## src/rtl/mem_stream_pkg.sv

```systemverilog
// Shared types and constants for the memory stream reader.
package mem_stream_pkg;

  // Controller states: waiting for a command, issuing reads, waiting for
  // the buffered/in-flight words to leave.
  typedef enum logic [1:0] {
    IDLE  = 2'd0,
    READ  = 2'd1,
    DRAIN = 2'd2
  } state_e;

  // Output buffer depth; two entries are enough to sustain one word per
  // cycle across the one-cycle memory read latency.
  localparam int unsigned FifoDepth    = 2;
  localparam int unsigned FifoCntWidth = $clog2(FifoDepth + 1);
  localparam int unsigned FifoPtrWidth = $clog2(FifoDepth);

endpackage

```

## src/rtl/mem_stream_fifo2.sv

```systemverilog
// Two-entry FIFO buffering memory read data ahead of the output stream.
// Head word is presented combinationally from storage (first-word fall-through).
module mem_stream_fifo2
  import mem_stream_pkg::*;
#(
  parameter int DataWidth = 64
) (
  input  logic                    clk,
  input  logic                    rst_n,
  input  logic                    push,
  input  logic [DataWidth-1:0]    push_data,
  input  logic                    pop,
  output logic [FifoCntWidth-1:0] count,
  output logic [DataWidth-1:0]    data,
  output logic                    valid
);

  logic [DataWidth-1:0]    mem_q [FifoDepth];
  logic [FifoPtrWidth-1:0] wr_ptr_q;
  logic [FifoPtrWidth-1:0] rd_ptr_q;
  logic [FifoCntWidth-1:0] count_q;
  logic                    full;
  logic                    do_push;
  logic                    do_pop;

  assign full    = (count_q == FifoCntWidth'(FifoDepth));
  assign do_pop  = pop && valid;
  // A push into a full FIFO is only legal when the head leaves in the same cycle.
  assign do_push = push && (!full || do_pop);

  // Storage, pointers and occupancy update.
  always_ff @(posedge clk) begin
    if (!rst_n) begin
      // NOTE: the storage is cleared as well so the head reads 0 after reset,
      // not just flagged empty; with two entries this costs almost nothing.
      for (int i = 0; i < FifoDepth; i++) begin
        mem_q[i] <= '0;
      end
      wr_ptr_q <= '0;
      rd_ptr_q <= '0;
      count_q  <= '0;
    end else begin
      // NOTE: non-blocking assignments throughout, so a simultaneous push and
      // pop both see the pre-edge pointers and count.
      if (do_push) begin
        mem_q[wr_ptr_q] <= push_data;
        wr_ptr_q        <= wr_ptr_q + 1'b1;
      end
      if (do_pop) begin
        rd_ptr_q <= rd_ptr_q + 1'b1;
      end
      case ({do_push, do_pop})
        2'b10:   count_q <= count_q + 1'b1;
        2'b01:   count_q <= count_q - 1'b1;
        default: count_q <= count_q;
      endcase
    end
  end

  assign count = count_q;
  assign valid = (count_q != '0);
  assign data  = mem_q[rd_ptr_q];

endmodule

```

## src/rtl/mem_stream_reader.sv

```systemverilog
// Memory stream reader: accepts (address, length) commands, reads that many
// consecutive words from a one-cycle-latency memory port and streams them out
// with a last-word flag and done/err status pulses.
// Optional build macro MEM_STREAM_READER_WRAP_EN: when defined, commands that
// run past the top of memory are accepted and the address wraps; when
// undefined they are rejected with an err pulse and no reads.
module mem_stream_reader
  import mem_stream_pkg::*;
#(
  parameter int AddrWidth = 8,
  parameter int DataWidth = 64
) (
  input  logic                 clk,
  input  logic                 rst_n,
  input  logic                 cmd_valid,
  output logic                 cmd_ready,
  input  logic [AddrWidth-1:0] cmd_addr,
  input  logic [AddrWidth:0]   cmd_len,
  output logic                 rden,
  output logic [AddrWidth-1:0] raddr,
  input  logic [DataWidth-1:0] rdata,
  output logic                 out_valid,
  input  logic                 out_ready,
  output logic [DataWidth-1:0] out_data,
  output logic                 out_last,
  output logic                 busy,
  output logic                 done,
  output logic                 err
);

  state_e                  state_q;
  state_e                  state_d;
  logic [AddrWidth-1:0]    addr_q;       // next address to issue
  logic [AddrWidth:0]      remaining_q;  // reads still to issue
  logic [AddrWidth:0]      out_rem_q;    // words still to hand out
  logic                    rd_pend_q;    // read issued last cycle, data on rdata now
  logic                    done_zero_q;  // zero-length command completion
  logic                    err_q;

  logic                    cmd_fire;
  logic                    len_zero;
  logic                    range_bad;
  logic                    start;
  logic                    pop;
  logic [FifoCntWidth-1:0] fifo_count;
  logic                    fifo_valid;
  logic [DataWidth-1:0]    fifo_data;
  logic [FifoCntWidth:0]   occ_after;

  assign cmd_fire = cmd_valid && cmd_ready;
  assign len_zero = (cmd_len == '0);

`ifdef MEM_STREAM_READER_WRAP_EN
  assign range_bad = 1'b0;
`else
  localparam logic [AddrWidth+1:0] MemDepth = {2'b01, {AddrWidth{1'b0}}};
  logic [AddrWidth+1:0] end_addr;
  assign end_addr  = {2'b00, cmd_addr} + {1'b0, cmd_len};
  assign range_bad = (end_addr > MemDepth);
`endif

  assign start = cmd_fire && !len_zero && !range_bad;
  assign pop   = fifo_valid && out_ready;

  // Words buffered or in flight once this cycle's pop has left; a new read
  // is only issued while that leaves room in the FIFO for its data.
  assign occ_after = (FifoCntWidth + 1)'(fifo_count)
                   + (FifoCntWidth + 1)'(rd_pend_q)
                   - (FifoCntWidth + 1)'(pop);

  // State register.
  always_ff @(posedge clk) begin
    if (!rst_n) begin
      state_q <= IDLE;
    end else begin
      state_q <= state_d;
    end
  end

  // Next-state logic.
  always_comb begin
    // NOTE: default assignment first so no path through the case leaves
    // state_d unassigned, which would otherwise infer a latch.
    state_d = state_q;
    unique case (state_q)
      IDLE:    if (start) state_d = READ;
      READ:    if (rden && (remaining_q == (AddrWidth + 1)'(1))) state_d = DRAIN;
      DRAIN:   if (pop && out_last) state_d = IDLE;
      default: state_d = IDLE;
    endcase
  end

  // State-decoded outputs and read issue.
  always_comb begin
    cmd_ready = 1'b0;
    busy      = 1'b0;
    rden      = 1'b0;
    unique case (state_q)
      IDLE:  cmd_ready = 1'b1;
      READ: begin
        busy = 1'b1;
        rden = (remaining_q != '0)
            && (occ_after < (FifoCntWidth + 1)'(FifoDepth));
      end
      DRAIN: busy = 1'b1;
      default: ;
    endcase
  end

  // Command counters, read-pending tracker and status pulses.
  always_ff @(posedge clk) begin
    if (!rst_n) begin
      addr_q      <= '0;
      remaining_q <= '0;
      out_rem_q   <= '0;
      rd_pend_q   <= 1'b0;
      done_zero_q <= 1'b0;
      err_q       <= 1'b0;
    end else begin
      rd_pend_q   <= rden;
      done_zero_q <= cmd_fire && len_zero;
      err_q       <= cmd_fire && !len_zero && range_bad;
      if (start) begin
        addr_q      <= cmd_addr;
        remaining_q <= cmd_len;
        out_rem_q   <= cmd_len;
      end else begin
        if (rden) begin
          addr_q      <= addr_q + 1'b1;  // wraps modulo memory depth
          remaining_q <= remaining_q - 1'b1;
        end
        if (pop) begin
          out_rem_q <= out_rem_q - 1'b1;
        end
      end
    end
  end

  mem_stream_fifo2 #(
    .DataWidth(DataWidth)
  ) u_fifo (
    .clk      (clk),
    .rst_n    (rst_n),
    .push     (rd_pend_q),
    .push_data(rdata),
    .pop      (pop),
    .count    (fifo_count),
    .data     (fifo_data),
    .valid    (fifo_valid)
  );

  assign raddr     = addr_q;
  assign out_valid = fifo_valid;
  assign out_data  = fifo_data;
  assign out_last  = fifo_valid && (out_rem_q == (AddrWidth + 1)'(1));
  assign done      = done_zero_q || (pop && out_last);
  assign err       = err_q;

endmodule

```

## config.mk

```make
export PLATFORM = sky130hd
export DESIGN_NAME = mem_stream_reader
export DESIGN_NICKNAME = d
export VERILOG_FILES = /design/src/rtl/mem_stream_pkg.sv /design/src/rtl/mem_stream_fifo2.sv /design/src/rtl/mem_stream_reader.sv
export SDC_FILE = /design/constraint.sdc
export NUM_CORES = 1
export LEC_CHECK = 0
export CORE_AREA = 2 2 201 164
export CTS_CLUSTER_DIAMETER = 120
export DETAILED_ROUTE_END_ITERATION = 6
export DIE_AREA = 0 0 203 166
export SYNTH_ARGS = -nofsm -noshare
export SYNTH_HDL_FRONTEND = slang
export SYNTH_SLANG_ARGS = --single-unit
```

## constraint.sdc

```tcl
create_clock -name clk -period 7.25 [get_ports clk]
set_input_delay 1.45 -clock clk [delete_from_list [all_inputs] [get_ports clk]]
set_output_delay 1.45 -clock clk [all_outputs]
set_load 0.01 [all_outputs]
```

==> results.cfg, run 1 <==
[status]
status = finished, final reports clean

[logic_synthesis]
syn_nets = 726
synth_mux_area_share_pct = 9.328
async_flop_share_pct = 0
syn-instance-count = 620
yosys_most_used_dff = edfxtp_1
syn_area_per_cell_sq_um = 12.64
synth_seq_cells = 164
synth_top_family_by_area = simple AND/OR/NAND/NOR gates
ys_types = 51
ys_warn_count = 0
synth_edf_count = 128
netlist_area_sq_mm = 0.007834
synth_top_cell_by_area = edfxtp_1
synth_compound_area_share_pct = 6.660
synth-simple-area-share_pct = 16.29
synth_adder_area_share_pct = 3.546
ys_top_cells_by_area = edfxtp_1 49%, and2_1 10%, dfxtp_1 9.2%, mux2_2 9.2%, ha_1 3.0%
ys_seq_area_share_pct = 58.27
synth_top_area_share_pct = 49.07
synth-xor-area-share_pct = 3.354

[floorplan]
initial_utilization_pct = 24.62
die_y_um = 166
core_area_sq_mm = 0.03182
die_w_um = 203
io_pins = 164
rows = 59
dieArea_sq_mm = 0.03370

[routing]
routed_via_density = 4.288
ant_nets = 0
drc = 0
vias = 5219
wl_per_cell_um = 15.76
drtIter0Drc = 244
routed_wl_um = 19180
first_pass_iters = 4

[clock_tree]
cts_setup_buffers = 0
numCtsBuffers = 17
hold_buffers = 0
h-tree-depth = 4
clock-root-buffer = clkbuf_16
cts_tree = yes
post_cts_resized = 0
cts_num_sinks = 164
clk_pin_slew_ns = 0.07
clk_path_buf_depth = 2
worstSkewPairLatency_ns = 0.43

[sta]
max_slew_margin_pct = 26.50
setup_viol = 0
rsz0062_at_grt = no
final_hold_viol_count = 0
max_freq_mhz = 174.1
slew_violations = 0
min_period_over_period_pct = 79.22
tightest_slew_ns = 1.102
fin_crit_ns = 5.744
fin_tns_setup_ns = 0
skew_ns = 0.01053

[layout]
drive_gt1_share_pct = 15.32
fin_nets = 883
area_growth_pct = 34.26
fin_cells = 1217
fill_cells = 3151
antenna_cells = 0

[pwr]
power.leakage_nw = 3.776
p_per_area_mw_per_mm2 = 247.8
max-vdd-ir-drop_v = 0.0001498

[grt]
grt_max_degree = 66
grt_first_pass_wirelength_um = 29940
grtUsageTotal_pct = 11.57
grt_pass1_vias = 5339
overflow = 0
antenna_found_initial = 0

[critical_path]
worstReg2RegEnd = remaining_q[8]$_SDFFE_PN0P_
r2r_setup_slack_ns = 3.72
crit_path_end = rden
r2r-start = u_fifo.count[1]$_SDFFE_PN0P_
path_class = primary input to output pin
end_kind = output pin
arrival_ns = 4.29
worstSetupStartpointType = primary input
worstPathRequired_ns = 5.80
worstRegToRegCells = 14
cp-startpoint = out_ready
crit_path_max_fanout = 13

[placement]
port_buffers = 163
dp.cells = 1185
hpwl_um = 12370
gp_congestion = 0.7987

[flow_run]
cap_violations = 0

[hold_path]
hp-class = flop to flop
## worst min path at each step
stage	startpoint	endpoint	slack (ns)	depth (start not counted)
5_1_grt	u_fifo.rd_ptr_q$_SDFFE_PN0P_	u_fifo.rd_ptr_q$_SDFFE_PN0P_	0.56	2
4_1_cts	u_fifo.rd_ptr_q$_SDFFE_PN0P_	u_fifo.rd_ptr_q$_SDFFE_PN0P_	0.53	2
6_report	u_fifo.rd_ptr_q$_SDFFE_PN0P_	u_fifo.rd_ptr_q$_SDFFE_PN0P_	0.53	2
3_3_place_gp	u_fifo.rd_ptr_q$_SDFFE_PN0P_	u_fifo.rd_ptr_q$_SDFFE_PN0P_	0.51	2
3_5_place_dp	u_fifo.rd_ptr_q$_SDFFE_PN0P_	u_fifo.rd_ptr_q$_SDFFE_PN0P_	0.51	2
2_1_floorplan	u_fifo.rd_ptr_q$_SDFFE_PN0P_	flop	0.48	2
## metal layers
layer  part of all wire, %  up-vias  GRT usage (%)  wire [um]
met5                     0        -              0          0
met4                   1.2        0          3.586        226
met3                   4.9       11          2.845        941
met2                    44      107          17.90       8519
met1                    49     2553          15.95       9488
li1                      -     2548              -          -
## through the flow
stage / util [%] / instance area, sq um / worst slack, ns / power [mW] / hold slack (ns)
global route: 33.06 / 10520 / 1.267 / 2.736 / 0.5562
global placement: 31.26 / 9945 / 1.543 / 1.748 / 0.5073
detailed placement: 31.26 / 9945 / 1.487 / 1.753 / 0.5101
CTS: 33.06 / 10520 / 1.489 / 2.643 / 0.5329
finish: 33.06 / 10520 / 1.506 / 2.606 / 0.5269
floorplan: - / 7834 / 0.4103 / 1.485 / 0.4813
## critical path: stages
cell and delay, ns:
clkdlybuf4s50_1 0.52, nand2_1 0.12, inv_1 0.21, ha_1 0.28
nand2b_1 0.15, fa_1 0.37, xnor2_1 0.20, nand3_1 0.14
nor2_1 0.11, buf_4 0.20, clkdlybuf4s50_1 0.56
## flip-flops by register name, indices dropped and copies added (netlist names), 2 cells and up, named ones only
signal	flops
remaining_q	9
u_fifo.mem_q	128
state_q	2
raddr	8
u_fifo.count	2
out_rem_q	9
## final cells by class
cell class | instances | area [sq um] | area share [%]
clock buffers | 17 | 425.4 | 4.045
flip-flops and latches | 164 | 4568 | 43.43
clock inverters | 15 | 147.6 | 1.404
inverters | 15 | 56.30 | 0.5353
well taps | 427 | 534.3 | 5.080
multi-input cells | 408 | 3094 | 29.42
repair buffers | 171 | 1692 | 16.08
## where the power goes
group,total [mW],internal (mW),switching [mW]
clock,0.879,0.456,0.424
combinational,0.560,0.311,0.249
sequential,1.17,1.10,0.0717
## logic make-up (layout without fill, tap and decap cells)
group,after synthesis,count (layout)
adders and majority gates,21,21
muxes,65,65
and+or+nand+nor,218,218
xor gates and xnor gates,30,30
AOI/OAI and AO/OA,74,74
DFF,164,164
buffers and inverters,48,218
## cell usage after synthesis, types with 2 or more instances
library cell,instances
a31o_2,5
nand2b_1,6
or3_1,5
mux2_2,64
buf_6,2
dfxtp_1,36
a211oi_2,3
ha_1,19
nor3_1,6
nor4_1,6
o21a_1,4
and3_1,4
clkbuf_1,28
nor2_1,17
nand3_1,8
xor2_1,12
or2_2,2
nor3b_1,2
a21o_1,2
and2_1,131
edfxtp_1,128
inv_1,14
xnor2_1,18
a21oi_1,21
fa_1,2
a211oi_1,14
a41oi_1,2
o21ai_0,9
or4_1,3
nand2_1,16
nand4_1,8
a31oi_1,4
## placed cells by master (no fill, tap or decap), drive strengths merged, types with 16 or more instances in the layout
cell type and instances:
clkdlybuf4s50 163, and2 131, edfxtp 128, mux2 64, dfxtp 36, a21oi 21
inv 21, ha 19, xnor2 18, nor2 17, clkbuf 17, a211oi 17
nand2 16
Note: power is estimated with default switching activity, not from simulation.
==> run 2, diff against run 1 <==
- clock period: 7.25 -> 5.1 ns (I/O delays scaled with it)
==> results.cfg, run 2 (synthesized netlist as in run 1, its figures left out) <==
[sta]
final_hold_viol_count = 0
max_freq_mhz = 219.4
setup_viol = 0
setup_slack_ns = 0.5419
rsz0062_at_grt = no
skew_ns = 0.01383
max_slew_margin_pct = 32.55
fin_tns_setup_ns = 0
fin_crit_ns = 4.558
slew_violations = 0
min_period_over_period_pct = 89.37
tightest_slew_ns = 1.012

[flow_run]
cap_violations = 0

[pwr]
max-vdd-ir-drop_v = 0.0002122
power.leakage_nw = 3.808
p_per_area_mw_per_mm2 = 357.1

[grt]
grtUsageTotal_pct = 11.67
overflow = 0
antenna_found_initial = 0
grt_pass1_vias = 5252
grt_max_degree = 65
grt_first_pass_wirelength_um = 29770

[routing]
drtIter0Drc = 260
routed_via_density = 4.325
first_pass_iters = 4
drc = 0
routed_wl_um = 19350
ant_nets = 0
vias = 5272
wl_per_cell_um = 15.87

[clock_tree]
post_cts_resized = 0
numCtsBuffers = 17
h-tree-depth = 4
cts_setup_buffers = 0
clock-root-buffer = clkbuf_16
hold_buffers = 0
clk_pin_slew_ns = 0.07
cts_tree = yes
worstSkewPairLatency_ns = 0.43
cts_num_sinks = 164
clk_path_buf_depth = 2

[hold_path]
hp-start = u_fifo.rd_ptr_q$_SDFFE_PN0P_
hp-class = flop to flop

[critical_path]
r2r-start = u_fifo.count[1]$_SDFFE_PN0P_
cp-startpoint = out_ready
worstPathRequired_ns = 4.08
end_kind = output pin
arrival_ns = 3.54
worstSetupStartpointType = primary input
path_class = primary input to output pin
crit_path_max_fanout = 4

[placement]
port_buffers = 163
dp_slack_ns = 0.5149
hpwl_um = 12270
dp.cells = 1188
gp_congestion = 0.7931

[layout]
layout_common_cells = 163 x clkdlybuf4s50_1, 131 x and2_1, 128 x edfxtp_1
final_common_cell = clkdlybuf4s50_1
fill_cells = 3196
largest_reg_flops = 128
final_util_pct = 33.23
top_register = u_fifo.mem_q
area_growth_pct = 34.95
drive_gt1_share_pct = 15.66
antenna_cells = 0
fin_nets = 886
largestRegisters = u_fifo.mem_q: 128 flops, out_rem_q: 9 flops, remaining_q: 9 flops
fin_cells = 1219

[floorplan]
initial_utilization_pct = 24.62
core_area_sq_mm = 0.03182
die_y_um = 166
die_w_um = 203
io_pins = 164
rows = 59
dieArea_sq_mm = 0.03370

[status]
status = finished, final reports clean
[run 2: changes by cell type in the layout (fill, tap and decap cells not counted), moves of 2 or more]
cell       delta
inv_6         +3
buf_4         +2
bufinv_16     +2
clkinv_4      -2
clkinv_8      -2
[run 2: area by class of cell]
| type | instances | area (sq um) | share of cell area (%) |
|---|---|---|---|
| clock inverters | 14 | 166.4 | 1.574 |
| inverters | 15 | 56.30 | 0.5326 |
| clock buffers | 17 | 425.4 | 4.024 |
| repair buffers | 174 | 1727 | 16.33 |
| flip-flops and latches | 164 | 4568 | 43.21 |
| well taps | 427 | 534.3 | 5.054 |
| multi-input cells | 408 | 3094 | 29.27 |
[run 2: worst paths after layout]
check             cells after the start                     endpoint  slack (ns)
setup / recovery                     10                         rden        0.54
hold / removal                        2                         flop        0.53
setup reg to reg                     14  remaining_q[8]$_SDFFE_PN0P_        1.57
hold reg to reg                       2                         flop        0.53
[run 2: per-stage QoR]
step | instance area [sq um] | hold WS [ns] | total power [mW]
after floorplan | 7834 | 0.4813 | 2.108
after global routing | 10570 | 0.5575 | 3.957
after detailed placement | 9980 | 0.5042 | 2.497
final | 10570 | 0.5256 | 3.776
after global placement | 9980 | 0.4935 | 2.494
after CTS | 10570 | 0.5248 | 3.835
[run 2: per-layer routing]
metal  GRT usage, %  wire length (um)  part of all wire, %  vias to the layer above
li1               -                 -                    -                     2563
met1          16.01              9486                   49                     2581
met2          18.02              8678                   45                      115
met3          3.061               977                  5.0                       13
met4          3.523               209                  1.1                        0
met5              0                 0                    0                        -
[run 2: critical path, cell delays in order]
cell             delay, ns
clkdlybuf4s50_1       0.49
nand2_1               0.10
inv_1                 0.09
ha_1                  0.22
nand2b_1              0.15
fa_1                  0.38
xnor2_1               0.18
nand3_1               0.16
nor2_1                0.18
clkdlybuf4s50_1       0.57
[run 2: power breakdown]
| part | internal [mW] | total [mW] | switching, mW |
|---|---|---|---|
| combinational | 0.447 | 0.802 | 0.355 |
| sequential | 1.56 | 1.66 | 0.0991 |
| clock | 0.736 | 1.32 | 0.581 |
| total | 2.74 | 3.78 | 1.04 |
==> run 3, diff against run 2 <==
- CTS_BUF_LIST: not set -> sky130_fd_sc_hd__clkbuf_2
- SLEW_MARGIN: not set -> 20
==> results.cfg, run 3 (synthesized netlist as in run 1, its figures left out) <==
[layout]
final_util_pct = 32.16
area_growth_pct = 30.63
final_common_cell = clkdlybuf4s50_1
layout_common_cells = 163 x clkdlybuf4s50_1, 131 x and2_1, 128 x edfxtp_1
final_area_sq_mm = 0.01023
top_register = u_fifo.mem_q
fill_cells = 3232
largestRegisters = u_fifo.mem_q: 128 flops, out_rem_q: 9 flops, remaining_q: 9 flops
multiInputGateArea_sq_mm = 0.003094
largest_reg_flops = 128
fin_nets = 886
drive_gt1_share_pct = 15.66
seqCellArea_sq_mm = 0.004568

[clock_tree]
cts_setup_buffers = 0
clk_pin_slew_ns = 0.24
clk_path_buf_depth = 2
numCtsBuffers = 17
cts_tree = yes
hold_buffers = 0
cts_num_sinks = 164
clock-root-buffer = clkbuf_2
post_cts_resized = 0
worstSkewPairLatency_ns = 0.75
h-tree-depth = 4

[sta]
fin_crit_ns = 4.607
slew_violations = 0
min_period_over_period_pct = 90.34
skew_ns = 0.03121
final_hold_viol_count = 0
setup_viol = 0
max_freq_mhz = 217.0
max_slew_margin_pct = 33.13
rsz0062_at_grt = no
fin_tns_setup_ns = 0
tightest_slew_ns = 1.003

[critical_path]
critPathBufInv = 2
arrival_ns = 3.59
path_class = flop to output pin
r2r-start = u_fifo.count[1]$_SDFFE_PN0P_
cp_cell_sequence = or2_2, nand2_1, inv_1, ha_1, nand2b_1, fa_1, xnor2_1, nand3_1, nor2_1, clkdlybuf4s50_1
worstSetupStartpointType = flop
worstPathRequired_ns = 4.08
r2r_setup_slack_ns = 1.55
cpPeakStageDelay_ns = 0.57
cpLargestDelayFamily = simple AND/OR/NAND/NOR gates
crit_path_max_fanout = 6
critPathSlowestCell = clkdlybuf4s50_1
worstRegToRegCells = 14
end_kind = output pin
worstReg2RegEnd = remaining_q[8]$_SDFFE_PN0P_

[routing]
routed_via_density = 4.308
routed_wl_um = 19180
drtIter0Drc = 277
ant_nets = 0
drc = 0
vias = 5256
first_pass_iters = 6
wl_per_cell_um = 15.72

[grt]
overflow = 0
grt_first_pass_wirelength_um = 29500
grt_max_degree = 65
grtUsageTotal_pct = 11.49
antenna_found_initial = 1
grt_pass1_vias = 5198

[pwr]
max-vdd-ir-drop_v = 0.0001252
p_per_area_mw_per_mm2 = 314.0
power.leakage_nw = 3.669
p_total_mw = 3.213

[hold_path]
whs_path_depth = 2
hp-class = flop to flop
hp-start = u_fifo.rd_ptr_q$_SDFFE_PN0P_

[placement]
placed_area_sq_mm = 0.009980
port_buffers = 163
gp_congestion = 0.7931
hpwl_um = 12270

[flow_run]
cap_violations = 0

[floorplan]
die_y_um = 166
io_pins = 164
rows = 59
initial_utilization_pct = 24.62
dieArea_sq_mm = 0.03370
die_w_um = 203
core_area_sq_mm = 0.03182

[status]
status = finished, final reports clean
-- run 3: cell types whose count changed in the layout (fill, tap and decap cells not counted), sizes merged --
cell   previous run  this run
diode             0         1
-- run 3: stage by stage --
| stage | worst slack [ns] | hold slack (ns) | std cells |
|---|---|---|---|
| final | 0.4927 | 0.5576 | 1220 |
| after global routing | 0.1722 | 0.5950 | 1220 |
| after CTS | 0.3253 | 0.5600 | 1219 |
| after detailed placement | 0.5149 | 0.5042 | 1188 |
| after global placement | 0.5222 | 0.4935 | 1188 |
| after floorplan | 0.4217 | 0.4813 | 620 |
-- run 3: area by class of cell --
type                    instances  area share (%)
repair buffers                174           16.87
flip-flops and latches        164           44.64
multi-input cells             408           30.24
inverters                      15          0.5502
clock buffers                  17          0.8314
clock inverters                14           1.626
well taps                     427           5.221
diodes                          1         0.02445
-- run 3: worst reg2reg max path: cells and delay by family (launching register included) --
family                   cells  cell delay, ns
XOR/XNOR                     2            0.34
flip-flops                   1            0.43
adder cells (fa/ha/maj)      2            0.64
buffers and inverters        2            0.30
AND/OR/NAND/NOR              7            1.55
AO/OA/AOI/OAI                1            0.25
-- run 3: worst max-delay path by stage --
stage                     slack, ns                         start                               end  cells past startpoint
after floorplan                0.42                     out_ready  u_fifo.mem_q[0][0]$_SDFFCE_PN0P_                      5
final                          0.49  u_fifo.count[1]$_SDFFE_PN0P_                              rden                     10
after CTS                      0.33  u_fifo.count[1]$_SDFFE_PN0P_                              rden                     10
after detailed placement       0.51                     out_ready                              rden                     10
after global routing           0.17  u_fifo.count[1]$_SDFFE_PN0P_                              rden                     10
after global placement         0.52                     out_ready                              rden                     10
-- run 3: power breakdown --
group	internal (mW)	switching, mW	leakage [nW]
registers	1.56	0.0993	1.62
clock network	0.240	0.515	0.144
logic	0.447	0.356	1.91
total	2.24	0.970	3.67
-- run 3: per-layer routing --
metal / up-vias / share of wire (%) / track usage [%]
met5: - / 0 / 0
met3: 9 / 4.9 / 3.042
met1: 2566 / 49 / 15.95
met4: 0 / 0.98 / 2.951
met2: 123 / 45 / 17.73
li1: 2558 / - / -
